**config.mk**
```make
export PLATFORM = sky130hd
export DESIGN_NAME = id_operand_stage
export DESIGN_NICKNAME = d
export VERILOG_FILES = /design/src/rtl/id_operand_stage.sv
export SDC_FILE = /design/constraint.sdc
export NUM_CORES = 1
export LEC_CHECK = 0
export ABC_CLOCK_PERIOD_IN_PS = 3310
export BUFFER_PORTS_ARGS = -buffer_cell sky130_fd_sc_hd__buf_2
export CAP_MARGIN = 10
export CORE_AREA = 3 3 182 184
export DETAILED_ROUTE_END_ITERATION = 8
export DIE_AREA = 0 0 185 187
export SETUP_SLACK_MARGIN = 0.15
export SLEW_MARGIN = 30
export SYNTH_ARGS = -nofsm -noshare
export SYNTH_HDL_FRONTEND = slang
export SYNTH_SLANG_ARGS = --single-unit
```
**constraint.sdc**
```tcl
create_clock -name clk -period 3.31 [get_ports clk]
set_input_delay 0.662 -clock clk [delete_from_list [all_inputs] [get_ports clk]]
set_output_delay 0.662 -clock clk [all_outputs]
set_load 0.005 [all_outputs]
```
**src/rtl/id_operand_stage.sv**
```systemverilog
// Decode / operand-fetch stage: decodes the IF/ID word, reads the regfile, forwards
// EX/MEM results, detects load-use hazards and registers the result into ID/EX.
module id_operand_stage #(
   parameter int DW = 32,
   parameter int AW = 5
) (
   input  logic          clk,
   input  logic          rst,
   input  logic          if_valid_i,
   input  logic [31:0]   if_inst_i,
   input  logic [DW-1:0] if_pc_i,
   input  logic          flush_i,
   input  logic          stall_i,
   output logic          stall_req_o,
   output logic          reg1_oe_o,
   output logic [DW-1:0] reg1_addr_o,
   input  logic [DW-1:0] reg1_data_i,
   output logic          reg2_oe_o,
   output logic [DW-1:0] reg2_addr_o,
   input  logic [DW-1:0] reg2_data_i,
   input  logic          ex_we_i,
   input  logic          ex_is_load_i,
   input  logic [AW-1:0] ex_waddr_i,
   input  logic [DW-1:0] ex_wdata_i,
   input  logic          mem_we_i,
   input  logic [AW-1:0] mem_waddr_i,
   input  logic [DW-1:0] mem_wdata_i,
   output logic          idex_valid_o,
   output logic [DW-1:0] idex_pc_o,
   output logic [5:0]    idex_opcode_o,
   output logic [5:0]    idex_funct_o,
   output logic [DW-1:0] idex_op1_o,
   output logic [DW-1:0] idex_op2_o,
   output logic [DW-1:0] idex_store_data_o,
   output logic          idex_we_o,
   output logic [AW-1:0] idex_waddr_o
);

   typedef enum logic [1:0] {OP2_REG, OP2_SEXT, OP2_ZEXT, OP2_UPPER} op2_sel_e;

   logic [5:0]    w_opcode;
   logic [5:0]    w_funct;
   logic [AW-1:0] w_rs;
   logic [AW-1:0] w_rt;
   logic [AW-1:0] w_rd;
   logic [15:0]   w_imm;
   logic          w_unused_shamt;

   logic          w_reads_rs;
   logic          w_reads_rt;
   logic          w_has_dest;
   logic [AW-1:0] w_dest;
   op2_sel_e      w_op2_sel;

   logic          w_oe1;
   logic          w_oe2;
   logic          w_we;
   logic [AW-1:0] w_waddr;
   logic [DW-1:0] w_src1;
   logic [DW-1:0] w_src2;
   logic [DW-1:0] w_op2;
   logic          w_ex_load_live;
   logic          w_hazard;

   logic          r_valid;
   logic [DW-1:0] r_pc;
   logic [5:0]    r_opcode;
   logic [5:0]    r_funct;
   logic [DW-1:0] r_op1;
   logic [DW-1:0] r_op2;
   logic [DW-1:0] r_store;
   logic          r_we;
   logic [AW-1:0] r_waddr;

   // Priority: r0 reads as zero, then the youngest producer (EX), then MEM, then regfile.
   function automatic logic [DW-1:0] resolve(
      input logic          en,
      input logic [AW-1:0] addr,
      input logic [DW-1:0] rf_data,
      input logic          ex_we,
      input logic [AW-1:0] ex_addr,
      input logic [DW-1:0] ex_data,
      input logic          mem_we,
      input logic [AW-1:0] mem_addr,
      input logic [DW-1:0] mem_data
   );
      if (!en || addr == '0)
         resolve = '0;
      else if (ex_we && ex_addr == addr)
         resolve = ex_data;
      else if (mem_we && mem_addr == addr)
         resolve = mem_data;
      else
         resolve = rf_data;
   endfunction

   assign w_opcode       = if_inst_i[31:26];
   assign w_funct        = if_inst_i[5:0];
   assign w_rs           = AW'(if_inst_i[25:21]);
   assign w_rt           = AW'(if_inst_i[20:16]);
   assign w_rd           = AW'(if_inst_i[15:11]);
   assign w_imm          = if_inst_i[15:0];
   assign w_unused_shamt = ^if_inst_i[10:6];

   always_comb begin
      w_reads_rs = 1'b0;
      w_reads_rt = 1'b0;
      w_has_dest = 1'b0;
      w_dest     = w_rt;
      w_op2_sel  = OP2_REG;
      case (w_opcode)
         6'h00: begin
            w_reads_rs = 1'b1;
            w_reads_rt = 1'b1;
            w_has_dest = 1'b1;
            w_dest     = w_rd;
         end
         6'h08, 6'h09, 6'h0A, 6'h0B, 6'h23: begin
            w_reads_rs = 1'b1;
            w_has_dest = 1'b1;
            w_op2_sel  = OP2_SEXT;
         end
         6'h0C, 6'h0D, 6'h0E: begin
            w_reads_rs = 1'b1;
            w_has_dest = 1'b1;
            w_op2_sel  = OP2_ZEXT;
         end
         6'h0F: begin
            w_has_dest = 1'b1;
            w_op2_sel  = OP2_UPPER;
         end
         6'h2B: begin
            w_reads_rs = 1'b1;
            w_reads_rt = 1'b1;
            w_op2_sel  = OP2_SEXT;
         end
         default: ;
      endcase
   end

   assign w_oe1   = if_valid_i & w_reads_rs;
   assign w_oe2   = if_valid_i & w_reads_rt;
   assign w_we    = if_valid_i & w_has_dest & (w_dest != '0);
   assign w_waddr = w_has_dest ? w_dest : '0;

   assign w_src1 = resolve(w_oe1, w_rs, reg1_data_i, ex_we_i, ex_waddr_i, ex_wdata_i,
                           mem_we_i, mem_waddr_i, mem_wdata_i);
   assign w_src2 = resolve(w_oe2, w_rt, reg2_data_i, ex_we_i, ex_waddr_i, ex_wdata_i,
                           mem_we_i, mem_waddr_i, mem_wdata_i);

   always_comb begin
      w_op2 = w_src2;
      case (w_op2_sel)
         OP2_SEXT:  w_op2 = {{(DW-16){w_imm[15]}}, w_imm};
         OP2_ZEXT:  w_op2 = {{(DW-16){1'b0}}, w_imm};
         OP2_UPPER: w_op2 = {w_imm, {(DW-16){1'b0}}};
         default:   w_op2 = w_src2;
      endcase
   end

   // A load in EX has no data yet, so any enabled source that matches it must wait a cycle.
   assign w_ex_load_live = ex_we_i & ex_is_load_i & (ex_waddr_i != '0);
   assign w_hazard       = if_valid_i & w_ex_load_live &
                           ((w_oe1 & (ex_waddr_i == w_rs)) | (w_oe2 & (ex_waddr_i == w_rt)));

   assign stall_req_o = w_hazard & ~rst;
   assign reg1_oe_o   = w_oe1;
   assign reg2_oe_o   = w_oe2;
   assign reg1_addr_o = {{(DW-AW){1'b0}}, w_rs};
   assign reg2_addr_o = {{(DW-AW){1'b0}}, w_rt};

   // Reset, flush and an un-held hazard bubble all clear the register; a hold beats a bubble.
   always_ff @(posedge clk) begin
      if (rst || flush_i || (!stall_i && w_hazard)) begin
         r_valid  <= 1'b0;
         r_pc     <= '0;
         r_opcode <= '0;
         r_funct  <= '0;
         r_op1    <= '0;
         r_op2    <= '0;
         r_store  <= '0;
         r_we     <= 1'b0;
         r_waddr  <= '0;
      end else if (!stall_i) begin
         r_valid  <= if_valid_i;
         r_pc     <= if_pc_i;
         r_opcode <= w_opcode;
         r_funct  <= w_funct;
         r_op1    <= w_src1;
         r_op2    <= w_op2;
         r_store  <= w_src2;
         r_we     <= w_we;
         r_waddr  <= w_waddr;
      end
   end

   assign idex_valid_o      = r_valid;
   assign idex_pc_o         = r_pc;
   assign idex_opcode_o     = r_opcode;
   assign idex_funct_o      = r_funct;
   assign idex_op1_o        = r_op1;
   assign idex_op2_o        = r_op2;
   assign idex_store_data_o = r_store;
   assign idex_we_o         = r_we;
   assign idex_waddr_o      = r_waddr;

endmodule

```
==> qor.txt, run 1 <==
status: completed
Worst-path clk slew: 60 ps
Max VDD drop: 0.328 mV
number of gates resized after cts: 0
Leak: 4.89 nW
Max-slew headroom: 0.357
Synth area leaders: dfxtp_1 37%, buf_4 7.3%, mux2i_1 7.0%, o211ai_1 6.2%, a21oi_1 6.0%
Worst Setup Start Kind: primary input
Async S/R FF share, synth: 0
Simple-Gate Fraction of Synth Area: 0.168
Wirelength per Cell: 20.8 um
clock root cell: clkbuf_16
metal3 WL: 3.14 mm
Final HPWL DP: 27.9 mm
Mapped Area: 7870 um^2
cell row count: 65
Die Y: 187 um
vias in the first global route: 8084
cts hold-fix bufs: 0
worst hold path cell count: 3
delay of the slowest cell on the worst path: 440 ps
Worst Setup End Kind: primary output
Avg Synthesized Cell Area: 8.00 um^2
final cycle utilization of the critical path: 0.872
Final GP Congestion: 0.856
WP data required: 2650 ps
MaxCap Viol Count: 0
mux contribution to synthesized area: 0.0728
sequential element share of the synthesized area: 0.374
Synth Register Bits: 147
grt ovf: 0
xor and xnor area share after synthesis: 0.0223
# port buffers: 369
worst-margin pin slew: 964 ps
initial antenna violation count: 1
Die Span X: 185 um
adder-cell share of the synthesized area: 0
prevailing post-synth register cell: dfxtp_1
Placeable Area: 31600 um^2
commonest non-fill, non-tap cell in the layout: buf_2
total chip power: 4.57 mW
Ys Warns: 0
Initial Util: 0.249
most frequent cells in the layout: 368 x buf_2, 147 x dfxtp_1, 123 x nand2_1, 95 x nor2_1, 93 x a21oi_1
Fin. Hold Viols: 0
Hold Path End: idex_pc_o[18]
post-synth top area share: 0.374
CTS Buf Count: 17
initial DRC count: 627
Total Wirelength: 36.1 mm
first-pass GRT wire length: 51.5 mm
vias: 8438
post-synth top area cell: dfxtp_1
fin nets: 1527
TritonCTS clock tree: yes
Max Clk Rate: 346 MHz
crit path DAT: 2220 ps
# DRC: 0
RR Startpoint: idex_op2_o[31]
Metal-1 WL: 15.7 mm
max-slew violation count: 0
clock sinks: 147
post-CTS setup buffers: 0
crit path kind: in2out
metal2 WL: 16.6 mm
r2r setup slk: 2450 ps
r2r endpoint: idex_op2_o[31]
# H-tree levels: 4
io pins: 424
crit-path max FO: 9
Clock Path Buffers: 2
Die Area: 34600 um^2
Post-synth EDFFs: 0
fin crit period: 2890 ps
Slowest-stage cell, CP: o41a_1
Netlist cell types: 48
worst path cell trace: buf_2 > or3_1 > a21oi_1 > a21oi_1 > o41a_1 > nor3_1 > buf_2
clk_lat worst skew: 440 ps
reg2reg path depth: 2
endpoints failing setup: 0
Pwr per Cell Area: 429 nW/um^2
largest net degree at the start of global routing: 84
clk_skew: 0 ps
Synth Area in Compound Gates: 0.242
RSZ-0062 raised after global routing: false
Hold Path Class: in2reg
via/cell ratio: 4.87
Synth Instances: 983
largest family of logic cells by synthesized area: compound AO/OA/AOI/OAI gates
1st-pass router iterations: 6
share of layout cells above drive strength 1: 0.336
Routed Antenna Nets: 0
total track usage: 0.200
top sig layer: met4
setup tns final: 0 ps
Area Growth Syn to Fin: 35.3%
hold_sp: if_pc_i[18]
[critical path, delay by kind of cell]
family	cells	cell delay, ps
simple gates	2	580
compound gates	3	700
buf+inv	2	280
[where the power goes]
part	leakage [nW]	switching [mW]	internal (mW)
registers	1.19	0.0152	1.80
logic	3.39	0.383	0.249
clock network	0.307	0.888	1.23
total	4.89	1.29	3.28
[how the worst max path moves through the flow]
stage	depth (start not counted)	end	startpoint	slack, ps
finish	7	stall_req_o	if_inst_i[26]	420
global route	7	stall_req_o	if_inst_i[26]	330
CTS	7	stall_req_o	if_inst_i[26]	430
detailed placement	9	idex_op2_o[18]	if_inst_i[26]	220
global placement	9	idex_op2_o[17]	if_inst_i[26]	240
floorplan	9	idex_valid_o	if_inst_i[26]	590
[sequential cells by signal, summed over array words and instances, names as in the netlist]
name and flops:
idex_op1_o 32, idex_op2_o 32, idex_pc_o 32, idex_store_data_o 32, idex_funct_o 6, idex_opcode_o 6
idex_waddr_o 5, idex_valid_o 1, idex_we_o 1
[metrics by stage]
| step | utilization | instances | setup slack [ps] | hold slack, ps | instance area [um^2] |
|---|---|---|---|---|---|
| floorplan | - | 1036 | 587 | 453 | 8070 |
| global placement | 0.317 | 1700 | 241 | 444 | 10000 |
| detailed placement | 0.317 | 1700 | 224 | 450 | 10000 |
| CTS | 0.337 | 1732 | 429 | 422 | 10600 |
| global route | 0.337 | 1732 | 327 | 440 | 10600 |
| finish | 0.337 | 1733 | 423 | 451 | 10600 |
[cell type report]
| type | instances | area [um^2] |
|---|---|---|
| diodes | 1 | 2.50 |
| clock buffers | 18 | 439 |
| clock inverters | 14 | 193 |
| fillers | 3397 | 20900 |
| inverters | 31 | 116 |
| multi-input cells | 715 | 4220 |
| flip-flops and latches | 147 | 2940 |
| well taps | 402 | 503 |
| repair buffers | 405 | 2220 |
[kinds of logic (layout without fill, tap and decap cells)]
logic type,Yosys count,in the layout
flops,147,147
simple gates,303,303
buf+inv,174,468
other cells,1,55
xor+xnor,20,20
mux,57,57
compound gates,281,281
[metal layers]
metal | up-vias | track usage
met4 | 0 | 0.0514
met1 | 3897 | 0.262
met3 | 35 | 0.0548
li1 | 4054 | -
met5 | - | 0
met2 | 452 | 0.324
[synth_stat cells, drive strengths merged (3+ instances only)]
cell type    n
nor4         3
o21ai       30
a211o        6
a221oi      14
a31oi       11
nand2      124
xnor2        8
dfxtp      147
and3         3
inv         31
buf         81
mux2i       55
nor3        26
clkbuf      62
a22oi       18
o211ai      65
or4          5
a311o       29
nand2b      18
nand3       16
xor2        12
nor2        95
a21oi       94
Note: power is estimated with default switching activity, not from simulation.
==> inputs of run 2 (changes only) <==
- PLACE_DENSITY_LB_ADDON: unset -> 0.25
- REMOVE_ABC_BUFFERS: unset -> 1
==> run 2 against run 1 <==
Net effect: wire length down 6.6%; first-iteration DRC count fell by 21%; register-to-register slack improved by 40 ps; global-route usage is 1.3 points lower; sequential power about the same; clock-buffer cell count rose by 3; clock power fell by 13%; setup slack got worse by 81 ps; largest cell class unchanged; highest routed layer unchanged.
==> qor.txt, run 2 (same netlist as run 1, synthesis figures left out) <==
status: completed
Worst Setup End Kind: primary output
crit path kind: in2out
share of layout cells above drive strength 1: 0.338
clk_skew: 0 ps
delay of the slowest cell on the worst path: 430 ps
Placeable Area: 31600 um^2
cts hold-fix bufs: 0
# H-tree levels: 4
CTS Buf Count: 17
Pwr per Cell Area: 405 nW/um^2
crit-path max FO: 9
Wirelength per Cell: 19.4 um
TritonCTS clock tree: yes
initial antenna violation count: 0
post-CTS setup buffers: 0
Max-slew headroom: 0.457
Clock Path Buffers: 2
Hold Path Class: in2reg
number of gates resized after cts: 0
final core utilization: 0.334
Area Growth Syn to Fin: 34.1%
initial DRC count: 497
max-slew violation count: 0
Max Clk Rate: 337 MHz
clock root cell: clkbuf_16
fin crit period: 2970 ps
clock sinks: 147
vias in the first global route: 8073
final cycle utilization of the critical path: 0.896
worst-margin pin slew: 813 ps
RSZ-0062 raised after global routing: false
Post-Place Setup Slack: 262 ps
Slowest-stage cell, CP: o41a_1
largest net degree at the start of global routing: 107
cell row count: 65
Area after DPL: 10000 um^2
fin nets: 1529
endpoints failing setup: 0
crit path DAT: 2310 ps
Die Y: 187 um
# DRC: 0
final worst slack: 343 ps
Die Area: 34600 um^2
Initial Util: 0.249
grt ovf: 0
via/cell ratio: 4.87
total track usage: 0.186
Final GP Congestion: 0.818
worst path cell trace: buf_2 > or3_1 > a21oi_1 > a21oi_1 > o41a_1 > nor3_1 > buf_2
Fin. Hold Viols: 0
Die Span X: 185 um
# port buffers: 369
Final HPWL DP: 25.0 mm
Finished Cell Area: 10600 um^2
1st-pass router iterations: 6
clk_lat worst skew: 430 ps
Worst Setup Start Kind: primary input
WP data required: 2650 ps
n_diodes: 0
Max VDD drop: 0.323 mV
MaxCap Viol Count: 0
vias: 8445
Total Wirelength: 33.7 mm
Routed Antenna Nets: 0
Leak: 4.84 nW
io pins: 424
setup tns final: 0 ps
most frequent cells in the layout: 368 x buf_2, 147 x dfxtp_1, 123 x nand2_1, 95 x nor2_1, 92 x a21oi_1
commonest non-fill, non-tap cell in the layout: buf_2
Worst-path clk slew: 60 ps
first-pass GRT wire length: 48.9 mm
-- run 2: where the power goes --
group	leakage (nW)	switching (mW)	total (mW)	internal [mW]
Combinational	3.39	0.363	0.608	0.244
Clock	0.262	0.810	1.85	1.04
Sequential	1.19	0.0149	1.81	1.80
Total	4.84	1.19	4.28	3.09
-- run 2: layout make-up --
| cell class | instances | area, um^2 |
|---|---|---|
| clock buffer | 21 | 450 |
| clock inverter | 11 | 87.6 |
| fill | 3396 | 21000 |
| inverter | 31 | 116 |
| multi-input combinational | 715 | 4250 |
| sequential | 147 | 2940 |
| tap | 402 | 503 |
| timing repair buffer | 407 | 2200 |
-- run 2: metrics by stage --
step	hold slack [ps]	cells	power, mW
2_1_floorplan	453	893	2.09
3_3_place_gp	448	1702	2.46
3_5_place_dp	452	1702	2.46
4_1_cts	430	1734	4.34
5_1_grt	446	1734	4.47
6_report	460	1734	4.28
-- run 2: worst paths after layout --
| path | slack (ps) | start | cells past startpoint | to |
|---|---|---|---|---|
| worst min register to register | 460 | idex_store_data_o[26] | 2 | idex_store_data_o[26] |
| worst min-delay path | 460 | if_pc_i[14] | 3 | idex_pc_o[14] |
| worst max-delay path | 340 | if_inst_i[26] | 7 | stall_req_o |
| worst max register to register | 2490 | idex_op2_o[22] | 2 | idex_op2_o[22] |
-- run 2: worst max-delay path: cells and delay by family --
family / cells / cell delay [ps]
AND/OR/NAND/NOR: 2 / 650
buffers and inverters: 2 / 310
AO/OA/AOI/OAI: 3 / 670
-- run 2: layer usage --
metal,track usage,share of wire
met5,0,0
met3,0.0570,0.090
met4,0.0719,0.029
met2,0.309,0.47
met1,0.224,0.41
==> inputs of run 3 (changes only) <==
- ABC_CLOCK_PERIOD_IN_PS: 3310 -> unset
- BUFFER_PORTS_ARGS: -buffer_cell sky130_fd_sc_hd__buf_2 -> unset
- CORE_AREA: 3 3 182 184 -> 3 3 165 167
- DIE_AREA: 0 0 185 187 -> 0 0 168 170
- DONT_BUFFER_PORTS: unset -> 1
==> run 3 against run 2 <==
Net effect: clock power grew 6%; largest power group unchanged; flip-flop and latch count unchanged; clock-buffer cell count is 2 lower; power decreased by 3.5%; fmax rose by 3.8%; wire length fell by 6.6%; clock skew did not move; utilization is 0.47 points lower.
==> qor.txt, run 3 (same netlist as run 1, synthesis figures left out) <==
status: completed
Leak: 3.11 nW
crit path DAT: 2200 ps
endpoints failing setup: 0
# H-tree levels: 4
MaxCap Viol Count: 0
Area Growth Syn to Fin: 8.55%
Post-Place Setup Slack: 388 ps
Hold Path Class: in2reg
crit-path max FO: 9
final cycle utilization of the critical path: 0.864
Worst-path clk slew: 80 ps
fin nets: 1151
Pwr per Cell Area: 483 nW/um^2
clock sinks: 147
Routed Antenna Nets: 0
RSZ-0062 raised after global routing: false
internal power: 3.01 mW
final worst slack: 450 ps
Die Area: 28600 um^2
# DRC: 0
final core utilization: 0.330
sequential power share: 0.442
via/cell ratio: 5.52
Final GP Congestion: 0.815
hold slack: 389 ps
Wirelength per Cell: 24.4 um
Clock Path Buffers: 2
commonest non-fill, non-tap cell in the layout: dfxtp_1
grt ovf: 0
Crit path top cell by count: a21oi_1
clk_lat worst skew: 410 ps
clk_skew: 0 ps
WP data required: 2650 ps
Clock power frac: 0.478
Initial Util: 0.304
number of gates resized after cts: 0
Worst Setup Start Kind: primary input
vias in the first global route: 6962
# port buffers: 0
Die Y: 170 um
Slowest-stage cell, CP: nor3_1
max-slew violation count: 0
most frequent cells in the layout: 147 x dfxtp_1, 123 x nand2_1, 95 x nor2_1, 92 x a21oi_1, 65 x o211ai_1
crit path kind: in2out
TritonCTS clock tree: yes
switching share of total power: 0.271
share of layout cells above drive strength 1: 0.0776
io pins: 424
vias: 7117
fin crit period: 2860 ps
r2r setup slk: 2450 ps
initial antenna violation count: 0
net switching power: 1.12 mW
Worst Setup End Kind: primary output
Placeable Area: 25900 um^2
clock root cell: clkbuf_16
Max VDD drop: 0.327 mV
delay of the slowest cell on the worst path: 480 ps
initial DRC count: 520
Fin. Hold Viols: 0
post-CTS setup buffers: 0
cts hold-fix bufs: 0
worst-margin pin slew: 823 ps
largest net degree at the start of global routing: 162
Finished Layout Cells: 1289
placed cells: 1257
Die Span X: 168 um
Max-slew headroom: 0.452
n_diodes: 0
Fillers: 2749
total track usage: 0.207
Total Wirelength: 31.5 mm
cell row count: 59
CTS Buf Count: 17
CP delay by family, top: simple AND/OR/NAND/NOR gates
Max Clk Rate: 350 MHz
Comb power frac: 0.080
crit path buf inv count: 0
worst path cell trace: or3_1 > a21oi_1 > a21oi_1 > o41a_1 > nor3_1
1st-pass router iterations: 6
setup tns final: 0 ps
Final HPWL DP: 22.2 mm
first-pass GRT wire length: 45.1 mm
==> run 3: cell types whose count changed in the layout (fill, tap and decap cells not counted), sizes merged <==
cell    change
buf       -378
clkbuf      -2
inv         +5
clkinv      -3
==> run 3: metal layers <==
metal	up-vias	track usage	share of wire
li1	3305	-	-
met1	3362	0.243	0.39
met2	405	0.356	0.48
met3	45	0.0729	0.10
met4	0	0.0640	0.025
met5	-	0	0
==> run 3: cell type report <==
type,count,area [um^2],share of cell area
flip-flops and latches,147,2940,0.345
well taps,335,419,0.0491
clock buffers,19,443,0.0519
multi-input cells,715,4230,0.496
clock inverters,13,144,0.0168
repair buffers,29,243,0.0284
inverters,31,116,0.0136
==> run 3: power by group through the flow <==
| stage | sequential (mW) | clock [mW] | combinational (mW) |
|---|---|---|---|
| floorplan | 1.86 | 0 | 0.235 |
| global placement | 1.87 | 0 | 0.324 |
| global route | 1.83 | 2.10 | 0.369 |
| finish | 1.82 | 1.97 | 0.332 |
| CTS | 1.82 | 2.03 | 0.330 |
| detailed placement | 1.87 | 0 | 0.329 |
==> run 3: per-stage QoR <==
stage / total power, mW / cell area, um^2
after floorplan: 2.09 / 7240
after global routing: 4.30 / 8540
after global placement: 2.19 / 7960
after detailed placement: 2.19 / 7960
after CTS: 4.18 / 8540
final: 4.13 / 8540
==> run 3: path summary, 6_finish.rpt <==
kind	start	end	depth (start not counted)
setup / recovery	if_inst_i[26]	stall_req_o	5
hold / removal	if_pc_i[28]	idex_pc_o[28]	2
setup reg to reg	idex_op2_o[16]	idex_op2_o[16]	2
hold reg to reg	idex_op1_o[6]	idex_op1_o[6]	2
==> run 3: worst register-to-register path, delay by kind of cell (launching register included) <==
| kind | cells | cell delay, ps |
|---|---|---|
| flip-flops | 1 | 350 |
| AO/OA/AOI/OAI | 2 | 390 |
